<file path="src/rtl/thermometer_mask_generator.sv">
// rtl/thermometer_mask_generator.sv - thermometer mask from a population count, streamed as beats
module thermometer_mask_generator #(
  parameter int WIDTH      = 1024,
  parameter int BEAT_W     = 64,
  parameter int COUNT_SIZE = $clog2(WIDTH)
) (
  input  logic                clk_i,
  input  logic                rst_ni,
  input  logic [COUNT_SIZE:0] count_i,
  input  logic                count_val_i,
  output logic                count_ready_o,
  output logic [BEAT_W-1:0]   data_o,
  output logic                data_val_o,
  input  logic                data_ready_i,
  output logic                data_last_o,
  output logic                sat_o
);

  localparam int NBEATS = WIDTH / BEAT_W;
  localparam int IDX_W  = (NBEATS > 1) ? $clog2(NBEATS) : 1;
  localparam int CNT_W  = COUNT_SIZE + 1;

  localparam logic [CNT_W-1:0] WIDTH_C  = CNT_W'(WIDTH);
  localparam logic [CNT_W-1:0] BEAT_C   = CNT_W'(BEAT_W);
  localparam logic [IDX_W-1:0] LAST_IDX = IDX_W'(NBEATS - 1);

  typedef enum logic {
    S_IDLE,
    S_SEND
  } state_t;

  state_t             r_state;
  state_t             w_next_state;
  logic [CNT_W-1:0]   r_remaining;
  logic [IDX_W-1:0]   r_beat;
  logic               r_sat;
  logic               w_count_hs;
  logic               w_beat_hs;
  logic               w_last;
  logic [BEAT_W-1:0]  w_data;

  assign w_count_hs = count_val_i && (r_state == S_IDLE);
  assign w_beat_hs  = data_ready_i && (r_state == S_SEND);
  assign w_last     = (r_beat == LAST_IDX);

  always_ff @(posedge clk_i or negedge rst_ni) begin
    if (!rst_ni) begin
      r_state <= S_IDLE;
    end else begin
      r_state <= w_next_state;
    end
  end

  always_comb begin
    w_next_state = r_state;
    case (r_state)
      S_IDLE: if (w_count_hs) w_next_state = S_SEND;
      S_SEND: if (w_beat_hs && w_last) w_next_state = S_IDLE;
      default: w_next_state = S_IDLE;
    endcase
  end

  // remaining never goes below zero: each beat consumes min(remaining, BEAT_W)
  always_ff @(posedge clk_i or negedge rst_ni) begin
    if (!rst_ni) begin
      r_remaining <= '0;
      r_beat      <= '0;
      r_sat       <= 1'b0;
    end else if (w_count_hs) begin
      r_remaining <= (count_i > WIDTH_C) ? WIDTH_C : count_i;
      r_sat       <= (count_i > WIDTH_C);
      r_beat      <= '0;
    end else if (w_beat_hs) begin
      r_remaining <= (r_remaining >= BEAT_C) ? (r_remaining - BEAT_C) : '0;
      r_beat      <= r_beat + 1'b1;
      if (w_last) begin
        r_sat <= 1'b0;
      end
    end
  end

  // bit i is set while more than i counts remain; saturates to all ones naturally
  always_comb begin
    w_data = '0;
    for (int i = 0; i < BEAT_W; i++) begin
      w_data[i] = (r_remaining > CNT_W'(i));
    end
  end

  assign count_ready_o = (r_state == S_IDLE);
  assign data_val_o    = (r_state == S_SEND);
  assign data_o        = data_val_o ? w_data : '0;
  assign data_last_o   = data_val_o && w_last;
  assign sat_o         = r_sat;

endmodule

</file>
<file path="config.mk">
export PLATFORM = sky130hd
export DESIGN_NAME = thermometer_mask_generator
export DESIGN_NICKNAME = d
export VERILOG_FILES = /design/src/rtl/thermometer_mask_generator.sv
export SDC_FILE = /design/constraint.sdc
export NUM_CORES = 1
export LEC_CHECK = 0
export ABC_CLOCK_PERIOD_IN_PS = 2600
export CORE_ASPECT_RATIO = 1.75
export CORE_MARGIN = 10
export CORE_UTILIZATION = 41
export CTS_BUF_LIST = sky130_fd_sc_hd__clkbuf_2
export DETAILED_ROUTE_END_ITERATION = 12
export GPL_ROUTABILITY_DRIVEN = 0
export GPL_TIMING_DRIVEN = 0
export PLACE_DENSITY = 0.79
export SYNTH_ARGS = -nofsm -noshare
export SYNTH_HDL_FRONTEND = slang
export SYNTH_SLANG_ARGS = --single-unit
</file>
<file path="constraint.sdc">
create_clock -name clk_i -period 2.6 [get_ports clk_i]
set_clock_uncertainty 0.15 [all_clocks]
set_input_delay 0.52 -clock clk_i [delete_from_list [all_inputs] [get_ports clk_i]]
set_output_delay 0.52 -clock clk_i [all_outputs]
set_load 0.005 [all_outputs]
</file>
-- Word level (Yosys, flattened, before mapping)
Cells that the tools add are included.
- $add $sub $neg: 2
- $lt $le $gt $ge: 66
- eq/ne operators: 1
- multiplexer cells: 13
- bitwise operators: 1
- reductions and logical operators: 7
- operator list (kind ; count):
    $gt 11x6->1 const B ; 32
    $gt 11x5->1 const B ; 16
    $gt 11x4->1 const B ; 8
    $mux 64 ; 1
    $gt 11x3->1 const B ; 4
    $mux 11 ; 4
    $gt 11x1->1 const B ; 2
    $gt 11x2->1 const B ; 2
    $ge 11x7->1 const B ; 1
    $gt 11x11->1 const B ; 1
    $sub 11x7->11 const B ; 1
    $mux 4 ; 2
    $mux 1 ; 5
    $add 4x1->4 const B ; 1
    $eq 4x4->1 const B ; 1
    $logic_and 1x1->1 ; 4
    $reduce_bool 2->1 ; 2
    $pmux 1 s2 ; 1
    $reduce_and 2->1 ; 1
    $not 1->1 ; 1
- register bits: 17
- input port bits: 15
- output and inout bits: 68
- word-level logic and storage cells: 94

-- Logic depth before layout (Yosys ltp)
Gate-level depths: netlist of the first run.
- depth after elaboration: 4
- mapped depth: 6

-- Worst setup path before layout of the first run
No wires, ideal clock.
- path type: reg-to-output
- start point: register r_remaining[6]
- end point: output port data_o[2]
- arrival: 1900 ps
- required time: 1930 ps
- slack: 30 ps
- stages on the path, launching flop included: 7
- path through: dfrtp_1 -> inv_1 -> ha_1 -> or4b_1 -> buf_2 -> or3_4 -> o311a_1
- longest elaborated chain between the ends: 2
- ends and longest elaborated chain (element ; RTL line ; RTL):
    from (decl) ; 34 ; logic [CNT_W-1:0] r_remaining;
    from (signal assigned) ; 70 ; r_remaining <= (count_i > WIDTH_C) ? WIDTH_C : count_i;
    from (signal assigned) ; 74 ; r_remaining <= (r_remaining >= BEAT_C) ? (r_remaining - BEAT_C) : '0;
    $gt 11x2->1 ; 86 ; w_data[i] = (r_remaining > CNT_W'(i));
    $mux 64 ; 92 ; assign data_o = data_val_o ? w_data : '0;
    to (decl) ; 12 ; output logic [BEAT_W-1:0] data_o,
No other way between the ends.

-- Final worst setup path of the first run
- start point: register r_remaining[6]
- end point: output port data_o[3]
The elaborated chain is that of the path after synthesis.

==> impl_metrics.csv, run 1 <==
group,metric,value,unit
synth,synth_seq_cells,17,
cts,clock_latency,310,ps
pwr,power.leakage,1.64,nW
pwr,internal_power,0.00240,W
worst_setup_path,slowest_stage,"or4b_4",
synth,ys_top_cells_by_area,"dfrtp_1 20%, a221oi_1 8.4%, clkbuf_1 5.1%",
synth,syn_avg_cell_area,7.27,um2
worst_setup_path,rr_startpoint,"data_val_o$_DFF_PN0_",
layout,n_antenna_cell,0,
die,fp.coreArea,4930,um2
synth,yosysUniqueCellTypes,55,
cts,htreeDepth,1,
synth,synth_fp_nets,304,
layout,mostFrequentLayoutCell,"buf_4",
worst_setup_path,cp-end-kind,"output port",
layout,area_growth_syn_to_layout,96.9,%
sta,drv_slew,0,
worst_setup_path,crit_fanout,4,
sta,hold_ws,409,ps
synth,syn-instance-count,286,
detailed_routing,drc,0,
detailed_routing,drt-total-wl,13.9,mm
pwr,p_switching,0.00241,W
worst_setup_path,crit_arrival,2460,ps
sta,finalSetupViolations,55,
layout,drive_above_1_share,0.574,
cts,clockBufferDepth,2,
die,pin_count,83,
pwr,seqPwrFrac,0.110,
layout,fin_nets,465,
placement,portBuffers,81,
placement,dp_hpwl,7.17,mm
status,status,"finished, violations left",
worst_setup_path,r2r_slack,490,ps
die,die-area,8430,um2
detailed_routing,vias,3693,
pwr,power_per_cell_area,1170,nW/um2
sta,post-route-period-util,1.20,
worst_setup_path,cp-start-kind,"register",
cts,cts-buffers-inserted,3,
worst_setup_path,timing_worst_setup_path_type,"reg -> out",
sta,tightestPinTransition,1010,ps
die,start_util,0.421,
synth,synth_edf_count,0,
pwr,vdd_drop_max,0.892,mV
detailed_routing,dr.pass1.iters,6,
die,die_x,73.8,um
global_route,grt.overflow.total,0,
sta,setup_slack,-526,ps
sta,rsz0062_at_grt,"true",
detailed_routing,via_per_inst,7.39,
placement,place_area,2960,um2
status,violations,"setup timing",
worst_setup_path,cp_cell_sequence,"inv_2 > ha_4 > or4b_4 > buf_6 > or3_4 > o41a_1 > buf_2",
layout,layout_common_cells,"50 x buf_4, 41 x buf_2, 40 x buf_6",
cts,path_clk_slew,170,ps
cts,clock_sinks,17,
synth,ys_seq_area_frac,0.205,
global_route,grt_antenna_before_repair,0,
synth,synth_area,2080,um2
min_path,whs_path_depth,2,
global_route,grt_pass1_wl,17.0,mm
worst_setup_path,reg2reg_depth,4,
cts,cts_tree,"done",
sta,max_freq,320,MHz
global_route,grt_pass1_vias,3383,
worst_setup_path,cpLargestDelayFamily,"simple AND/OR/NAND/NOR gates",
detailed_routing,drtIter0Drc,713,
worst_setup_path,required,1930,ps
run,drv_cap,0,
sta,finalCriticalPeriod,3130,ps
worst_setup_path,r2r-end,"r_remaining[8]$_DFFE_PN0P_",
global_route,grt_start_max_net_pins,18,
detailed_routing,wl_per_cell,27.8,um
pwr,power_frac_clock,0.026,
cts,cts-hold-fix-buffers,0,
detailed_routing,antenna_left,0,
min_path,min_from,"r_beat[3]$_DFFE_PN0P_",
pwr,p_sw_frac,0.501,
die,fp-row-count,34,
die,die_y,114,um
worst_setup_path,critPathBufInv,3,
synth,synth_top_area_frac,0.205,
sta,slew_headroom,0.324,
synth,yosysTopAreaCell,"dfrtp_1",
worst_setup_path,cpPeakStageDelay,510,ps
min_path,min_to,"r_beat[3]$_DFFE_PN0P_",
synth,synthArstFlopShare,1.00,
cts,cts_root_buf,"clkbuf_2",
global_route,grt.total_usage,0.248,
synth,synth_top_flop_cell,"dfrtp_1",
sta,hold_viol,0,
pwr,pwr-share-comb,0.864,
synth,ys_warn_count,0,
layout,final_area,4090,um2
layout,fill_cells,268,
min_path,holdCritPathClass,"reg -> reg",
[layer usage]
layer | vias up | routed length [um] | global-route usage
met4 | 0 | 1270 | 0.191
met2 | 414 | 6540 | 0.411
met3 | 152 | 1560 | 0.0512
met1 | 1676 | 4550 | 0.260
met5 | - | 0 | 0
li1 | 1451 | - | -
[power groups by stage]
stage / Clock [W] / Sequential, W / Combinational [W]
after floorplan: 0 / 0.000469 / 0.00135
after global placement: 0 / 0.000499 / 0.00275
after detailed placement: 0 / 0.000503 / 0.00278
after CTS: 0.000123 / 0.000503 / 0.00321
after global routing: 0.000133 / 0.000534 / 0.00430
final: 0.000125 / 0.000528 / 0.00415
[cells by family (layout without fill, tap and decap cells)]
kind of cell	Yosys count	in the layout	share of synthesized area
simple gates	113	114	0.295
compound gates	110	110	0.390
buf+inv	39	198	0.0753
flops	17	17	0.205
fa+ha+maj	3	3	0.0181
xor+xnor	3	3	0.0126
mux	1	1	0.00482
[final cells by class]
type | count | area [um2] | area share
clock inverters | 1 | 5.00 | 0.00122
repair buffers | 161 | 1280 | 0.313
inverters | 6 | 23.8 | 0.00581
well taps | 54 | 67.6 | 0.0165
flip-flops and latches | 17 | 432 | 0.105
multi-input cells | 231 | 2040 | 0.497
clock buffers | 3 | 15.0 | 0.00367
plain buffers | 27 | 231 | 0.0566
[tightest hold or removal path, stage by stage (launching register included)]
cell,delay (ps)
dfrtp_1,420
nand2_1,60
o21ai_0,60
[per-stage QoR]
stage	util	total power, W	TNS, ps	cells	worst slack (ps)
floorplan	-	0.00182	0	286	30.3
global placement	0.599	0.00325	-28180	421	-942
detailed placement	0.599	0.00328	-29320	421	-907
CTS	0.706	0.00384	-14260	464	-525
global route	0.829	0.00497	-17190	500	-590
finish	0.829	0.00481	-14810	500	-526
[what timing repair did]
| action | 4_1_cts | 5_1_grt |
|---|---|---|
| gates resized for setup | 276 | 146 |
| cloned | 2 | 1 |
| setup buffers | 41 | 41 |
| hold endpoints to repair | 0 | 0 |
| pin swaps | 24 | 29 |
| endpoints found under the setup margin | 65 | 64 |
[worst max path at each step]
stage / endpoint / cells after the start / start / slack [ps]
3_3_place_gp: data_o[8] / 7 / r_remaining[6]$_DFFE_PN0P_ / -940
5_1_grt: data_o[3] / 7 / r_remaining[6]$_DFFE_PN0P_ / -590
3_5_place_dp: data_o[8] / 7 / r_remaining[6]$_DFFE_PN0P_ / -910
6_report: data_o[3] / 7 / r_remaining[6]$_DFFE_PN0P_ / -530
2_1_floorplan: data_o[2] / 6 / r_remaining[6]$_DFFE_PN0P_ / 30
4_1_cts: data_o[3] / 7 / r_remaining[7]$_DFFE_PN0P_ / -520
[cells in the mapped netlist (7+ instances only)]
| master | count |
|---|---|
| a211oi_1 | 7 |
| nand2_1 | 20 |
| nand2b_1 | 8 |
| nor3_1 | 8 |
| a221oi_1 | 20 |
| dfrtp_1 | 17 |
| nor2_1 | 23 |
| clkbuf_1 | 28 |
| o21ai_0 | 19 |
| nand3_1 | 8 |
| a21oi_1 | 17 |
[state kept, by name, indices dropped and copies added (netlist names)]
signal,flops
r_remaining,11
r_beat,4
data_val_o,1
sat_o,1
Power figures use the tool's default switching activity.
==> run 2, diff against run 1 <==
--- a/config.mk
+++ b/config.mk
@@ -14,6 +14,7 @@
 export GPL_ROUTABILITY_DRIVEN = 0
 export GPL_TIMING_DRIVEN = 0
 export PLACE_DENSITY = 0.79
+export SKIP_LAST_GASP = 1
 export SYNTH_ARGS = -nofsm -noshare
 export SYNTH_HDL_FRONTEND = slang
 export SYNTH_SLANG_ARGS = --single-unit
==> impl_metrics.csv, run 2 (synthesized netlist as in run 1, its figures left out) <==
group,metric,value,unit
pwr,vdd_drop_max,0.825,mV
global_route,grt_pass1_vias,3377,
global_route,met1_usage,0.264,
pwr,power.leakage,1.59,nW
global_route,grt.overflow.total,0,
worst_setup_path,cp-start-kind,"register",
layout,largest_register_ffs,11,
cts,path_clk_slew,170,ps
cts,clockBufferDepth,2,
layout,top_register,"r_remaining",
detailed_routing,via_per_inst,7.26,
cts,cts_tree,"done",
status,violations,"setup timing",
cts,cts-buffers-inserted,3,
layout,layout_common_cells,"45 x buf_4, 35 x buf_6, 35 x buf_2",
worst_setup_path,timing_worst_setup_path_type,"reg -> out",
worst_setup_path,r2r-end,"r_remaining[8]$_DFFE_PN0P_",
sta,hold_viol,0,
die,die_y,114,um
cts,cts_root_buf,"clkbuf_2",
layout,fill_cells,293,
die,start_util,0.421,
min_path,whs_path_depth,2,
global_route,grt_start_max_net_pins,18,
global_route,grt.total_usage,0.248,
sta,finalCriticalPeriod,3130,ps
sta,post-route-period-util,1.21,
placement,dp_hpwl,7.17,mm
die,die-area,8430,um2
layout,largestRegisters,"r_remaining (11), r_beat (4)",
layout,final_core_utilization,0.809,
sta,finalSetupViolations,62,
worst_setup_path,r2r_slack,510,ps
sta,setup_slack,-534,ps
die,fp-row-count,34,
worst_setup_path,rr_startpoint,"data_val_o$_DFF_PN0_",
sta,max_freq,319,MHz
global_route,grt-busiest-layer,"met2",
min_path,min_to,"r_beat[3]$_DFFE_PN0P_",
global_route,grt_antenna_before_repair,0,
status,status,"finished, violations left",
worst_setup_path,required,1930,ps
min_path,min_from,"r_beat[3]$_DFFE_PN0P_",
sta,drv_slew,0,
min_path,holdCritPathClass,"reg -> reg",
global_route,gr-usage-met3,0.0512,
worst_setup_path,crit_fanout,10,
layout,area_growth_syn_to_layout,92.0,%
worst_setup_path,crit_arrival,2460,ps
placement,portBuffers,81,
detailed_routing,dr.pass1.iters,5,
pwr,power_per_cell_area,1180,nW/um2
global_route,grt_use_met2,0.410,
sta,slew_headroom,0.332,
sta,rsz0062_at_grt,"true",
global_route,grt_pass1_wl,17.1,mm
layout,drive_above_1_share,0.520,
die,fp.coreArea,4930,um2
cts,clock_sinks,17,
detailed_routing,drt-total-wl,13.3,mm
detailed_routing,wl_per_cell,26.9,um
cts,htreeDepth,1,
placement,place_ws,-907,ps
layout,n_antenna_cell,0,
sta,tightestPinTransition,999,ps
detailed_routing,drc,0,
die,pin_count,83,
worst_setup_path,cp-end-kind,"output port",
cts,clock_latency,320,ps
worst_setup_path,reg2reg_depth,4,
layout,fin_nets,459,
run,drv_cap,0,
die,die_x,73.8,um
detailed_routing,drtIter0Drc,718,
detailed_routing,vias,3586,
detailed_routing,antenna_left,0,
layout,mostFrequentLayoutCell,"buf_4",
[run 2: what timing repair did]
item,CTS,global route
gates cloned,2,2
pin swaps,24,20
setup endpoints to repair,65,64
hold buffers,0,0
gates resized for setup,234,139
buffers inserted,41,34
[run 2: worst max-delay path by stage]
stage / end / slack, ps / startpoint
2_1_floorplan: data_o[2] / 30 / r_remaining[6]$_DFFE_PN0P_
3_3_place_gp: data_o[8] / -940 / r_remaining[6]$_DFFE_PN0P_
3_5_place_dp: data_o[8] / -910 / r_remaining[6]$_DFFE_PN0P_
4_1_cts: data_o[3] / -520 / r_remaining[7]$_DFFE_PN0P_
5_1_grt: data_o[6] / -600 / r_remaining[4]$_DFFE_PN0P_
6_report: data_o[6] / -530 / r_remaining[4]$_DFFE_PN0P_
[run 2: layout make-up]
class,count,area [um2],area share
inverters,6,23.8,0.00596
multi-input cells,231,1930,0.484
plain buffers,27,231,0.0580
well taps,54,67.6,0.0169
repair buffers,155,1290,0.322
flip-flops and latches,17,430,0.108
clock inverters,1,5.00,0.00125
clock buffers,3,15.0,0.00376
[run 2: worst max-delay path, cell delays in order, from the launching register on]
cell             delay [ps]
dfrtp_1                 430
clkbuf_4                210
nor3_1                  470
and3_2                  420
a21oi_1                 140
clkdlybuf4s50_1         480
[run 2: where the power goes]
part           leakage [nW]  switching, W  internal [W]
clock network        0.0164     0.0000915     0.0000348
logic                  1.36       0.00209       0.00197
registers             0.208      0.000143      0.000380
total                  1.59       0.00232       0.00238
[run 2: stage by stage]
stage,instances,hold slack (ps),total power [W],area [um2],TNS [ps]
2_1_floorplan,286,74.4,0.00182,2080,0
3_3_place_gp,421,362,0.00325,2960,-28180
3_5_place_dp,421,378,0.00328,2960,-29320
4_1_cts,464,413,0.00387,3510,-16750
5_1_grt,494,437,0.00486,3990,-17770
6_report,494,407,0.00470,3990,-15710
[run 2: metal layers]
layer	part of all wire	up-vias
li1	-	1431
met1	0.33	1642
met2	0.47	401
met3	0.11	112
met4	0.084	0
met5	0	-
==> run 3, diff against run 2 <==
--- a/config.mk
+++ b/config.mk
@@ -15,6 +15,7 @@
 export GPL_TIMING_DRIVEN = 0
 export PLACE_DENSITY = 0.79
 export SKIP_LAST_GASP = 1
+export SLEW_MARGIN = 25
 export SYNTH_ARGS = -nofsm -noshare
 export SYNTH_HDL_FRONTEND = slang
 export SYNTH_SLANG_ARGS = --single-unit
==> results of run 3 <==
The final DEF is identical to that of run 2; final timing and power are the same.
